File: config.mk
export PLATFORM = sky130hd
export DESIGN_NAME = pipeline_hazard_controller
export DESIGN_NICKNAME = d
export VERILOG_FILES = /design/src/rtl/pipe_ctrl_pkg.sv /design/src/rtl/load_use_detect.sv /design/src/rtl/pipeline_hazard_controller.sv
export SDC_FILE = /design/constraint.sdc
export NUM_CORES = 1
export LEC_CHECK = 0
export BUFFER_PORTS_ARGS = -buffer_cell sky130_fd_sc_hd__buf_2
export CORE_MARGIN = 3
export CORE_UTILIZATION = 40
export CTS_BUF_LIST = sky130_fd_sc_hd__clkbuf_8
export CTS_CLUSTER_SIZE = 16
export DETAILED_ROUTE_END_ITERATION = 8
export PLACE_DENSITY = 0.77
export SYNTH_ARGS = -nofsm -noshare
export SYNTH_HDL_FRONTEND = slang
export SYNTH_SLANG_ARGS = --single-unit
File: constraint.sdc
create_clock -name clk -period 2.25 [get_ports clk]
set_input_delay 0.1125 -clock clk [delete_from_list [all_inputs] [get_ports clk]]
set_output_delay 0.1125 -clock clk [all_outputs]
set_load 0.02 [all_outputs]
File: src/rtl/pipe_ctrl_pkg.sv
// Shared types and constants for the pipeline hazard controller.
// Optional performance counters are enabled with PIPE_PERF_CNT_EN.
package pipe_ctrl_pkg;

  typedef enum logic [1:0] {
    RUN      = 2'd0,
    MEM_WAIT = 2'd1,
    MEM_HI   = 2'd2
  } state_e;

  localparam int REG_ADDR_W   = 3;
  localparam int DEF_MAX_WAIT = 15;

endpackage

File: src/rtl/load_use_detect.sv
// Flags a load in ID/EX whose destination is read by the instruction in IF/ID.
// Purely combinational, zero latency.
module load_use_detect
  import pipe_ctrl_pkg::*;
(
  input  logic [REG_ADDR_W-1:0] ifid_src1_i,
  input  logic [REG_ADDR_W-1:0] ifid_src2_i,
  input  logic                  ifid_use_src1_i,
  input  logic                  ifid_use_src2_i,
  input  logic                  idex_mr_i,
  input  logic                  idex_wb_i,
  input  logic [REG_ADDR_W-1:0] idex_wb_addr_i,
  output logic                  hazard_o
);

  logic hit1, hit2;

  assign hit1     = ifid_use_src1_i && (ifid_src1_i == idex_wb_addr_i);
  assign hit2     = ifid_use_src2_i && (ifid_src2_i == idex_wb_addr_i);
  assign hazard_o = idex_mr_i && idex_wb_i && (hit1 || hit2);

endmodule

File: src/rtl/pipeline_hazard_controller.sv
// Stall/flush sequencer for the 5-stage pipeline and 16-bit data-memory handshake.
// Optional stall/flush performance counters are built only with PIPE_PERF_CNT_EN.
module pipeline_hazard_controller
  import pipe_ctrl_pkg::*;
#(
  parameter int MAX_WAIT = DEF_MAX_WAIT,
  parameter int CNT_W    = 16
) (
  input  logic                  clk,
  input  logic                  reset,
  input  logic [REG_ADDR_W-1:0] ifid_src1,
  input  logic [REG_ADDR_W-1:0] ifid_src2,
  input  logic                  ifid_use_src1,
  input  logic                  ifid_use_src2,
  input  logic                  idex_mr,
  input  logic                  idex_wb,
  input  logic [REG_ADDR_W-1:0] idex_wb_addr,
  input  logic                  taken_jump,
  input  logic                  exmem_mr,
  input  logic                  exmem_mw,
  input  logic                  exmem_stack_pc,
  input  logic                  mem_ready,
  output logic                  pc_we,
  output logic                  ifid_we,
  output logic                  ifid_flush,
  output logic                  idex_we,
  output logic                  idex_flush,
  output logic                  exmem_we,
  output logic                  memwb_bubble,
  output logic                  mem_req,
  output logic                  mem_half,
  output logic                  mem_err,
  output logic [CNT_W-1:0]      stall_cycles,
  output logic [CNT_W-1:0]      flush_events
);

  localparam int WAIT_W = (MAX_WAIT < 2) ? 1 : $clog2(MAX_WAIT + 1);

  state_e              state_q, state_d;
  logic [WAIT_W-1:0]   wait_cnt_q, wait_cnt_d;
  logic                hi_q, hi_d;
  logic                mem_err_q, mem_err_d;
  logic                hazard, acc, freeze, timeout, mem_active, half;

  assign acc     = exmem_mr || exmem_mw;
  assign mem_err = mem_err_q;

  load_use_detect u_load_use_detect (
    .ifid_src1_i     (ifid_src1),
    .ifid_src2_i     (ifid_src2),
    .ifid_use_src1_i (ifid_use_src1),
    .ifid_use_src2_i (ifid_use_src2),
    .idex_mr_i       (idex_mr),
    .idex_wb_i       (idex_wb),
    .idex_wb_addr_i  (idex_wb_addr),
    .hazard_o        (hazard)
  );

  always_ff @(posedge clk) begin
    if (reset) begin
      state_q    <= RUN;
      wait_cnt_q <= '0;
      hi_q       <= 1'b0;
      mem_err_q  <= 1'b0;
    end else begin
      state_q    <= state_d;
      wait_cnt_q <= wait_cnt_d;
      hi_q       <= hi_d;
      mem_err_q  <= mem_err_d;
    end
  end

  always_comb begin
    state_d    = state_q;
    wait_cnt_d = wait_cnt_q;
    hi_d       = hi_q;
    mem_err_d  = mem_err_q;
    freeze     = 1'b0;
    timeout    = 1'b0;
    mem_active = 1'b0;
    half       = 1'b0;
    case (state_q)
      RUN: begin
        if (acc) begin
          mem_active = 1'b1;
          if (!mem_ready) begin
            freeze     = 1'b1;
            state_d    = MEM_WAIT;
            wait_cnt_d = WAIT_W'(1);
            hi_d       = 1'b0;
          end else if (exmem_stack_pc) begin
            freeze  = 1'b1;
            state_d = MEM_HI;
          end
        end
      end
      MEM_WAIT: begin
        mem_active = 1'b1;
        half       = hi_q;
        if (mem_ready) begin
          wait_cnt_d = '0;
          // A completed low half of a stack access still owes the high half.
          if (!hi_q && exmem_stack_pc) begin
            freeze  = 1'b1;
            state_d = MEM_HI;
          end else begin
            state_d = RUN;
          end
        end else if (wait_cnt_q == WAIT_W'(MAX_WAIT)) begin
          timeout    = 1'b1;
          mem_err_d  = 1'b1;
          wait_cnt_d = '0;
          state_d    = RUN;
        end else begin
          freeze     = 1'b1;
          wait_cnt_d = wait_cnt_q + WAIT_W'(1);
        end
      end
      MEM_HI: begin
        mem_active = 1'b1;
        half       = 1'b1;
        if (mem_ready) begin
          state_d = RUN;
        end else begin
          freeze     = 1'b1;
          state_d    = MEM_WAIT;
          hi_d       = 1'b1;
          wait_cnt_d = WAIT_W'(1);
        end
      end
      default: state_d = RUN;
    endcase
  end

  always_comb begin
    pc_we        = 1'b0;
    ifid_we      = 1'b0;
    ifid_flush   = 1'b0;
    idex_we      = 1'b0;
    idex_flush   = 1'b0;
    exmem_we     = 1'b0;
    memwb_bubble = 1'b0;
    mem_req      = 1'b0;
    mem_half     = 1'b0;
    if (reset) begin
      ifid_flush   = 1'b1;
      idex_flush   = 1'b1;
      memwb_bubble = 1'b1;
    end else begin
      mem_req  = mem_active;
      mem_half = half;
      if (freeze) begin
        memwb_bubble = 1'b1;
      end else begin
        // A timed-out access still releases the pipeline, but MEM/WB gets a bubble.
        memwb_bubble = timeout;
        exmem_we     = 1'b1;
        idex_we      = 1'b1;
        if (taken_jump) begin
          pc_we      = 1'b1;
          ifid_we    = 1'b1;
          ifid_flush = 1'b1;
          idex_flush = 1'b1;
        end else if (hazard) begin
          idex_flush = 1'b1;
        end else begin
          pc_we   = 1'b1;
          ifid_we = 1'b1;
        end
      end
    end
  end

`ifdef PIPE_PERF_CNT_EN
  logic [CNT_W-1:0] stall_q, flush_q;
  logic             stall_inc, flush_inc;

  assign stall_inc = freeze || (!taken_jump && hazard);
  assign flush_inc = !freeze && taken_jump;

  always_ff @(posedge clk) begin
    if (reset) begin
      stall_q <= '0;
      flush_q <= '0;
    end else begin
      if (stall_inc && (stall_q != {CNT_W{1'b1}})) stall_q <= stall_q + CNT_W'(1);
      if (flush_inc && (flush_q != {CNT_W{1'b1}})) flush_q <= flush_q + CNT_W'(1);
    end
  end

  assign stall_cycles = stall_q;
  assign flush_events = flush_q;
`else
  assign stall_cycles = '0;
  assign flush_events = '0;
`endif

endmodule

==> flow_metrics.py, run 1 <==
metrics = {
    "layout": {
        "antenna_cells": 0,
        "layout_common_cells": "conb_1, buf_2, a21oi_1",
        "area_growth_pct": 7.52,
        "final_common_cell": "conb_1",
        "fin_area_um2": 1000,
        "finalNetCount": 175,
        "drive_gt1_frac": 0.243,
    },
    "timing": {
        "clock_skew_ns": 0.00436,
        "finalCritPeriodShare": 0.916,
        "fin_crit_ns": 2.06,
        "fin_tns_setup_ns": 0,
        "drv_slew": 0,
        "worst_slew_margin_rel": 0.635,
        "finalSetupViolCount": 0,
        "rsz0062_at_grt": "no",
        "fmax_ghz": 0.485,
        "hold_violations": 0,
        "tightestPinTransition_ns": 0.548,
    },
    "synthesis": {
        "synth_edf_count": 0,
        "async_flop_share": 0,
        "syn-cell-area_um2": 932,
        "ys_types": 36,
        "ys_ff_latch": 8,
        "yosys_warnings": 0,
        "syn-mean-instance-area_um2": 7.70,
        "syn-instance-count": 121,
        "ys.flop_type": "dfxtp_1",
        "seq_area_frac_synth": 0.172,
    },
    "die": {
        "rows": 16,
        "die_height_um": 54.3,
        "initial_core_util": 0.448,
        "num_io_pins": 62,
        "die_w_um": 54.3,
        "core_area_um2": 2080,
        "dieArea_um2": 2950,
    },
    "critical_path": {
        "reg2regPathDepth": 5,
        "start_kind": "register",
        "cp_data_arrival_time_ns": 1.95,
        "crit_type": "reg -> out",
        "path_max_fanout": 8,
        "r2r_end": "wait_cnt_q[3]",
        "r2r-start": "state_q[0]",
        "end_kind": "primary output",
        "ff2ff_setup_slack_ns": 0.29,
        "cp.required_ns": 2.14,
    },
    "route": {
        "routed_wirelength_um": 2040,
        "post-route-drc-count": 0,
        "antenna_left": 0,
        "wl_per_cell_um": 11.6,
        "route.detailed.vias_per_inst": 4.78,
        "drtPass1Iterations": 4,
        "drt_iter0_drc": 19,
        "num_vias": 836,
    },
    "clocking": {
        "clk_latency_ns": 0.23,
        "cts-root-buf": "clkbuf_8",
        "cts_setup_buffers": 0,
        "cts_buffers": 3,
        "htreeDepth": 1,
        "cts.clk_slew.worst_paths_ns": 0.04,
        "cts_tree": "built",
        "cts_resized": 0,
        "ctsHoldBuffers": 0,
        "cts.sinks": 8,
        "cts_buffer_depth": 2,
    },
    "grt": {
        "grt-ovfl-total": 0,
        "antenna_found_initial": 0,
        "grt_max_degree": 16,
        "first_global_vias": 787,
        "grt_use_total": 0.149,
        "grt_pass1_wl_um": 3150,
    },
    "power_and_ir_drop": {
        "ir_drop_v": 0.000243,
        "total_power_mw": 0.559,
        "p_leak_nw": 0.503,
        "cellPowerDensity_nw_per_um2": 558,
    },
    "placement": {
        "globalplace.congestion": 0.858,
        "hpwl_um": 1700,
        "port_buffers": 29,
        "place_area_um2": 961,
    },
    "min_path": {
        "min_from": "reset",
        "holdCritPathClass": "in -> reg",
        "min_path_cells": 2,
        "min_to": "mem_err",
    },
    "status": {
        "status": "finished, final reports clean",
    },
    "flow_run": {
        "cap_violations": 0,
    },
}
-- synth_stat cells (all sizes together), types with 3 or more instances --
cell type,number,area share
a21oi,11,0.059
buf,35,0.29
dfxtp,8,0.17
ha,5,0.067
inv,4,0.016
nand3,3,0.016
nor2,9,0.036
nor3,4,0.021
o21ai,5,0.027
xnor2,6,0.056
-- stage by stage --
step           std cells  hold WS, ns   util  setup slack (ns)
2_1_floorplan        152        0.191      -             0.131
5_1_grt              175        0.244  0.481            0.0169
4_1_cts              175        0.223  0.481             0.179
6_report             175        0.221  0.481             0.189
3_3_place_gp         172        0.455  0.462             0.386
3_5_place_dp         172        0.454  0.462             0.306
-- worst max-delay path: stages (launching register included) --
cell and delay [ns]:
dfxtp_1 0.48, inv_1 0.12, ha_1 0.31, a32oi_1 0.20, a21oi_1 0.16, nor3_1 0.24, buf_2 0.21
-- flip-flops by register name, summed over array words and instances (netlist names) --
signal      cells
state_q         2
mem_err         1
wait_cnt_q      4
hi_q            1
-- cell families after synthesis --
logic type | after synthesis | share of synthesized area
AO/OA/AOI/OAI | 25 | 0.168
XOR/XNOR | 6 | 0.0564
adder cells (fa/ha/maj) | 5 | 0.0671
buffers and inverters | 41 | 0.310
flip-flops | 8 | 0.172
multiplexers | 1 | 0.0107
other | 1 | 0.00402
AND/OR/NAND/NOR | 34 | 0.212
-- power by group --
group	total, mW	leakage (nW)	internal [mW]	switching (mW)
combinational	0.221	0.416	0.0730	0.148
clock	0.179	0.0216	0.116	0.0623
sequential	0.160	0.0652	0.149	0.0103
-- worst max path at each step --
stage          depth (start not counted)  slack, ns       start             to
5_1_grt                                6       0.02  state_q[0]     idex_flush
4_1_cts                                6       0.18  state_q[0]     idex_flush
2_1_floorplan                          7       0.13  state_q[0]          pc_we
3_5_place_dp                           5       0.31  state_q[0]  wait_cnt_q[3]
3_3_place_gp                           5       0.39  state_q[0]  wait_cnt_q[3]
6_report                               6       0.19  state_q[0]        ifid_we
-- metal layers --
metal	part of all wire	wire length, um	track usage	vias to the layer above
li1	-	-	-	409
met1	0.35	719	0.146	377
met2	0.54	1100	0.281	47
met3	0.093	189	0.0409	3
met4	0.012	24	0.0788	0
met5	0	0	0	-
-- cell type report --
cell class	count	area, um^2
Tap cell	27	33.8
Multi-Input combinational cell	103	599
Clock buffer	3	41.3
Sequential cell	8	160
Timing Repair Buffer	30	153
Inverter	4	15.0
Fill cell	213	1080
(Power assumes the default switching activity.)
==> run 2, diff against run 1 <==
- PLACE_DENSITY: 0.77 -> 0.89
==> flow_metrics.py, run 2 (synthesis gave the netlist of run 1 again) <==
metrics = {
    "critical_path": {
        "end_kind": "primary output",
        "path_max_fanout": 6,
        "cp_top_family": "compound AO/OA/AOI/OAI gates",
        "start_kind": "register",
        "critPathMaxStageDelay_ns": 0.41,
        "path_buf_inv": 2,
        "crit_slowest_cell": "dfxtp_1",
        "cp.required_ns": 2.14,
        "cp_data_arrival_time_ns": 1.97,
        "crit_type": "reg -> out",
        "crit_path_cell_trace": "inv_1 > ha_1 > and3b_1 > mux2i_1 > a21oi_1 > a211o_1 > buf_2",
    },
    "route": {
        "wl_met3_um": 204,
        "post-route-drc-count": 0,
        "num_vias": 829,
        "met2_length_um": 967,
        "wl_met1_um": 719,
        "dr.max_layer_used": "met4",
        "antenna_left": 0,
        "drtPass1Iterations": 4,
        "drt_iter0_drc": 25,
        "wl_per_cell_um": 10.9,
        "routed_wirelength_um": 1910,
        "route.detailed.vias_per_inst": 4.74,
    },
    "placement": {
        "dp_cells": 172,
        "hpwl_um": 1550,
        "port_buffers": 29,
        "pre_cts_slack_ns": 0.309,
        "globalplace.congestion": 0.893,
    },
    "clocking": {
        "cts.clk_slew.worst_paths_ns": 0.05,
        "cts_buffer_depth": 2,
        "htreeDepth": 1,
        "cts_setup_buffers": 0,
        "cts-root-buf": "clkbuf_8",
        "clk_latency_ns": 0.23,
        "cts_tree": "built",
        "cts_buffers": 3,
        "cts.sinks": 8,
    },
    "layout": {
        "layout_common_cells": "conb_1, buf_2, a21oi_1",
        "largest_reg_flops": 4,
        "layout_top_registers": "wait_cnt_q: 4 flops, state_q: 2 flops",
        "regMostFlops": "wait_cnt_q",
        "area_growth_pct": 8.19,
        "final_common_cell": "conb_1",
        "drive_gt1_frac": 0.257,
        "antenna_cells": 0,
        "instances_no_fill": 175,
        "fin_util": 0.484,
        "finalNetCount": 175,
    },
    "timing": {
        "hold-worst-slack_ns": 0.229,
        "tightestPinTransition_ns": 0.540,
        "finalCritPeriodShare": 0.925,
        "worst_slew_margin_rel": 0.640,
        "fin_crit_ns": 2.08,
        "fin_tns_setup_ns": 0,
        "clock_skew_ns": 0.00637,
        "drv_slew": 0,
        "rsz0062_at_grt": "no",
        "fmax_ghz": 0.481,
        "finalSetupViolCount": 0,
        "fin_ws_ns": 0.169,
        "hold_violations": 0,
    },
    "die": {
        "dieArea_um2": 2950,
        "core_area_um2": 2080,
        "num_io_pins": 62,
        "rows": 16,
        "die_w_um": 54.3,
        "die_height_um": 54.3,
        "initial_core_util": 0.448,
    },
    "grt": {
        "grt_max_degree": 16,
        "grt-ovfl-total": 0,
        "first_global_vias": 735,
        "antenna_found_initial": 0,
        "grt_pass1_wl_um": 2840,
        "grt_use_total": 0.136,
    },
    "power_and_ir_drop": {
        "clock_power_share": 0.312,
        "seq_power_share": 0.287,
        "p_leak_nw": 0.504,
        "cellPowerDensity_nw_per_um2": 553,
        "power.internal_mw": 0.340,
        "comb_power_share": 0.401,
        "ir_drop_v": 0.000405,
        "sw_frac_of_total": 0.391,
        "power_switching_mw": 0.218,
    },
    "flow_run": {
        "cap_violations": 0,
    },
    "status": {
        "status": "finished, final reports clean",
    },
    "min_path": {
        "holdCritPathClass": "in -> reg",
    },
}
-- run 2: cell count changes in the layout (fill, tap and decap cells not counted) --
cell     delta
dfxtp_2     +1
nor3_2      +1
nor3_1      -1
dfxtp_1     -1
-- run 2: final timing paths --
check / start / endpoint / slack [ns] / depth (start not counted)
setup / recovery: state_q[1] / memwb_bubble / 0.17 / 7
hold / removal: reset / mem_err / 0.23 / 2
setup reg to reg: state_q[0] / state_q[1] / 0.35 / 5
hold reg to reg: mem_err / mem_err / 0.48 / 2
-- run 2: worst register-to-register path, delay by kind of cell (launching register included) --
family,cells,cell delay [ns]
compound gates,2,0.37
fa+ha+maj,1,0.29
buf+inv,1,0.09
flops,1,0.41
simple gates,1,0.66
-- run 2: area by class of cell --
cell class                 instances  area [um^2]
fill                             212         1070
inverter                           4         15.0
timing repair buffer              30          153
clock buffer                       3         41.3
sequential                         8          161
multi-input combinational        103          604
tap                               27         33.8
-- run 2: timing repair --
| action | in CTS | in global routing |
|---|---|---|
| hold endpoints to repair | 0 | 0 |
| endpoints found under the setup margin | 0 | 4 |
| hold buffers | 0 | 0 |
| gates resized for setup | 0 | 2 |
-- run 2: per-layer routing --
metal / track usage / vias to the layer above
met2: 0.245 / 48
met1: 0.126 / 372
li1: - / 407
met4: 0.0954 / 0
met3: 0.0463 / 2
met5: 0 / -
-- run 2: power groups by stage --
stage                     combinational [mW]  sequential [mW]  clock [mW]
after floorplan                        0.213            0.160           0
after global placement                 0.215            0.161           0
after detailed placement               0.218            0.162           0
after CTS                              0.220            0.159       0.178
after global routing                   0.243            0.161       0.192
final                                  0.223            0.160       0.174
-- run 2: stage by stage --
step                cell area [um^2]  power (mW)
floorplan                       1050       0.373
global placement                 961       0.377
detailed placement               961       0.380
CTS                             1000       0.557
global route                    1010       0.596
finish                          1010       0.557
==> run 3, diff against run 2 <==
- clock period: 2.25 -> 2.2 ns (I/O delays scaled with it)
==> flow_metrics.py, run 3 (synthesis gave the netlist of run 1 again) <==
metrics = {
    "timing": {
        "clock_skew_ns": 0.00305,
        "rsz0062_at_grt": "no",
        "finalSetupViolCount": 0,
        "drv_slew": 0,
        "hold_violations": 0,
        "fin_crit_ns": 2.11,
        "finalCritPeriodShare": 0.960,
        "fmax_ghz": 0.473,
        "fin_tns_setup_ns": 0,
    },
    "clocking": {
        "clk_latency_ns": 0.23,
        "cts_buffer_depth": 2,
        "cts.clk_slew.worst_paths_ns": 0.04,
        "cts-root-buf": "clkbuf_8",
        "htreeDepth": 1,
        "cts_tree": "built",
        "cts_buffers": 3,
        "cts_resized": 0,
        "cts.sinks": 8,
        "cts_setup_buffers": 0,
        "ctsHoldBuffers": 0,
    },
    "die": {
        "initial_core_util": 0.448,
        "num_io_pins": 62,
        "dieArea_um2": 2950,
        "die_height_um": 54.3,
        "die_w_um": 54.3,
        "rows": 16,
        "core_area_um2": 2080,
    },
    "layout": {
        "multiInputGateArea_um2": 608,
        "layout_common_cells": "conb_1, buf_2, a21oi_1",
        "antenna_cells": 0,
        "seq_area_um2": 160,
        "nFillCells": 210,
        "largest_reg_flops": 4,
        "finalNetCount": 175,
        "layout_top_registers": "wait_cnt_q: 4 flops, state_q: 2 flops",
        "final_common_cell": "conb_1",
        "area_growth_pct": 8.46,
        "instances_no_fill": 175,
        "regMostFlops": "wait_cnt_q",
        "drive_gt1_frac": 0.257,
    },
    "grt": {
        "first_global_vias": 695,
        "grt_use_total": 0.135,
        "grt_pass1_wl_um": 2870,
        "antenna_found_initial": 0,
        "grt-ovfl-total": 0,
        "grt_max_degree": 16,
    },
    "route": {
        "route.detailed.vias_per_inst": 4.81,
        "num_vias": 841,
        "post-route-drc-count": 0,
        "antenna_left": 0,
        "drtPass1Iterations": 4,
        "drt_iter0_drc": 8,
        "routed_wirelength_um": 1900,
        "wl_per_cell_um": 10.9,
    },
    "critical_path": {
        "r2r-start": "state_q[0]",
        "cp.required_ns": 2.09,
        "reg2regPathDepth": 5,
        "path_max_fanout": 6,
        "end_kind": "primary output",
        "start_kind": "register",
        "cp_data_arrival_time_ns": 2.00,
        "ff2ff_setup_slack_ns": 0.25,
        "crit_type": "reg -> out",
        "r2r_end": "wait_cnt_q[3]",
    },
    "min_path": {
        "min_from": "reset",
        "min_path_cells": 2,
        "holdCritPathClass": "in -> reg",
        "min_to": "mem_err",
    },
    "placement": {
        "port_buffers": 29,
        "dp_cells": 172,
        "hpwl_um": 1500,
        "globalplace.congestion": 0.894,
    },
    "power_and_ir_drop": {
        "p_leak_nw": 0.504,
        "ir_drop_v": 0.000581,
        "cellPowerDensity_nw_per_um2": 562,
    },
    "status": {
        "status": "finished, final reports clean",
    },
    "flow_run": {
        "cap_violations": 0,
    },
}
run 3: layer usage:
metal / wire, um / share of wire / GRT usage
met4: 19 / 0.010 / 0.0498
met2: 997 / 0.52 / 0.239
met1: 667 / 0.35 / 0.149
met3: 220 / 0.12 / 0.0409
met5: 0 / 0 / 0
run 3: worst max-delay path by stage:
| stage | slack [ns] | from | endpoint | cells past startpoint |
|---|---|---|---|---|
| 3_5_place_dp | 0.28 | state_q[0] | wait_cnt_q[3] | 5 |
| 2_1_floorplan | 0.08 | state_q[0] | pc_we | 7 |
| 4_1_cts | 0.08 | state_q[0] | ifid_we | 6 |
| 6_report | 0.09 | state_q[1] | memwb_bubble | 7 |
| 5_1_grt | 0.004 | state_q[1] | memwb_bubble | 7 |
| 3_3_place_gp | 0.32 | state_q[0] | wait_cnt_q[3] | 5 |
run 3: cell type report:
cell class | instances | area share
Inverter | 4 | 0.0149
Timing Repair Buffer | 30 | 0.151
Multi-Input combinational cell | 103 | 0.601
Sequential cell | 8 | 0.158
Clock buffer | 3 | 0.0408
Tap cell | 27 | 0.0334
run 3: power by group:
group          internal (mW)  total (mW)  leakage, nW  switching (mW)
Clock                  0.118       0.175       0.0216          0.0568
Combinational         0.0766       0.229        0.418           0.153
Sequential             0.153       0.164       0.0652          0.0111
run 3: worst max-delay path: stages, from the launching register on:
cell and delay [ns]:
dfxtp_1 0.42, inv_1 0.10, ha_1 0.25, and3b_1 0.22, mux2i_1 0.21, a21oi_2 0.13, a211o_1 0.28, buf_2 0.16
run 3: metrics by stage:
step | instance area [um^2] | worst slack, ns | hold WS (ns) | total power [mW] | utilization
2_1_floorplan | 1050 | 0.0839 | 0.188 | 0.381 | -
3_3_place_gp | 961 | 0.321 | 0.450 | 0.385 | 0.462
3_5_place_dp | 961 | 0.277 | 0.459 | 0.387 | 0.462
4_1_cts | 1000 | 0.0835 | 0.225 | 0.565 | 0.481
5_1_grt | 1010 | 0.00384 | 0.242 | 0.602 | 0.486
6_report | 1010 | 0.0880 | 0.227 | 0.568 | 0.486
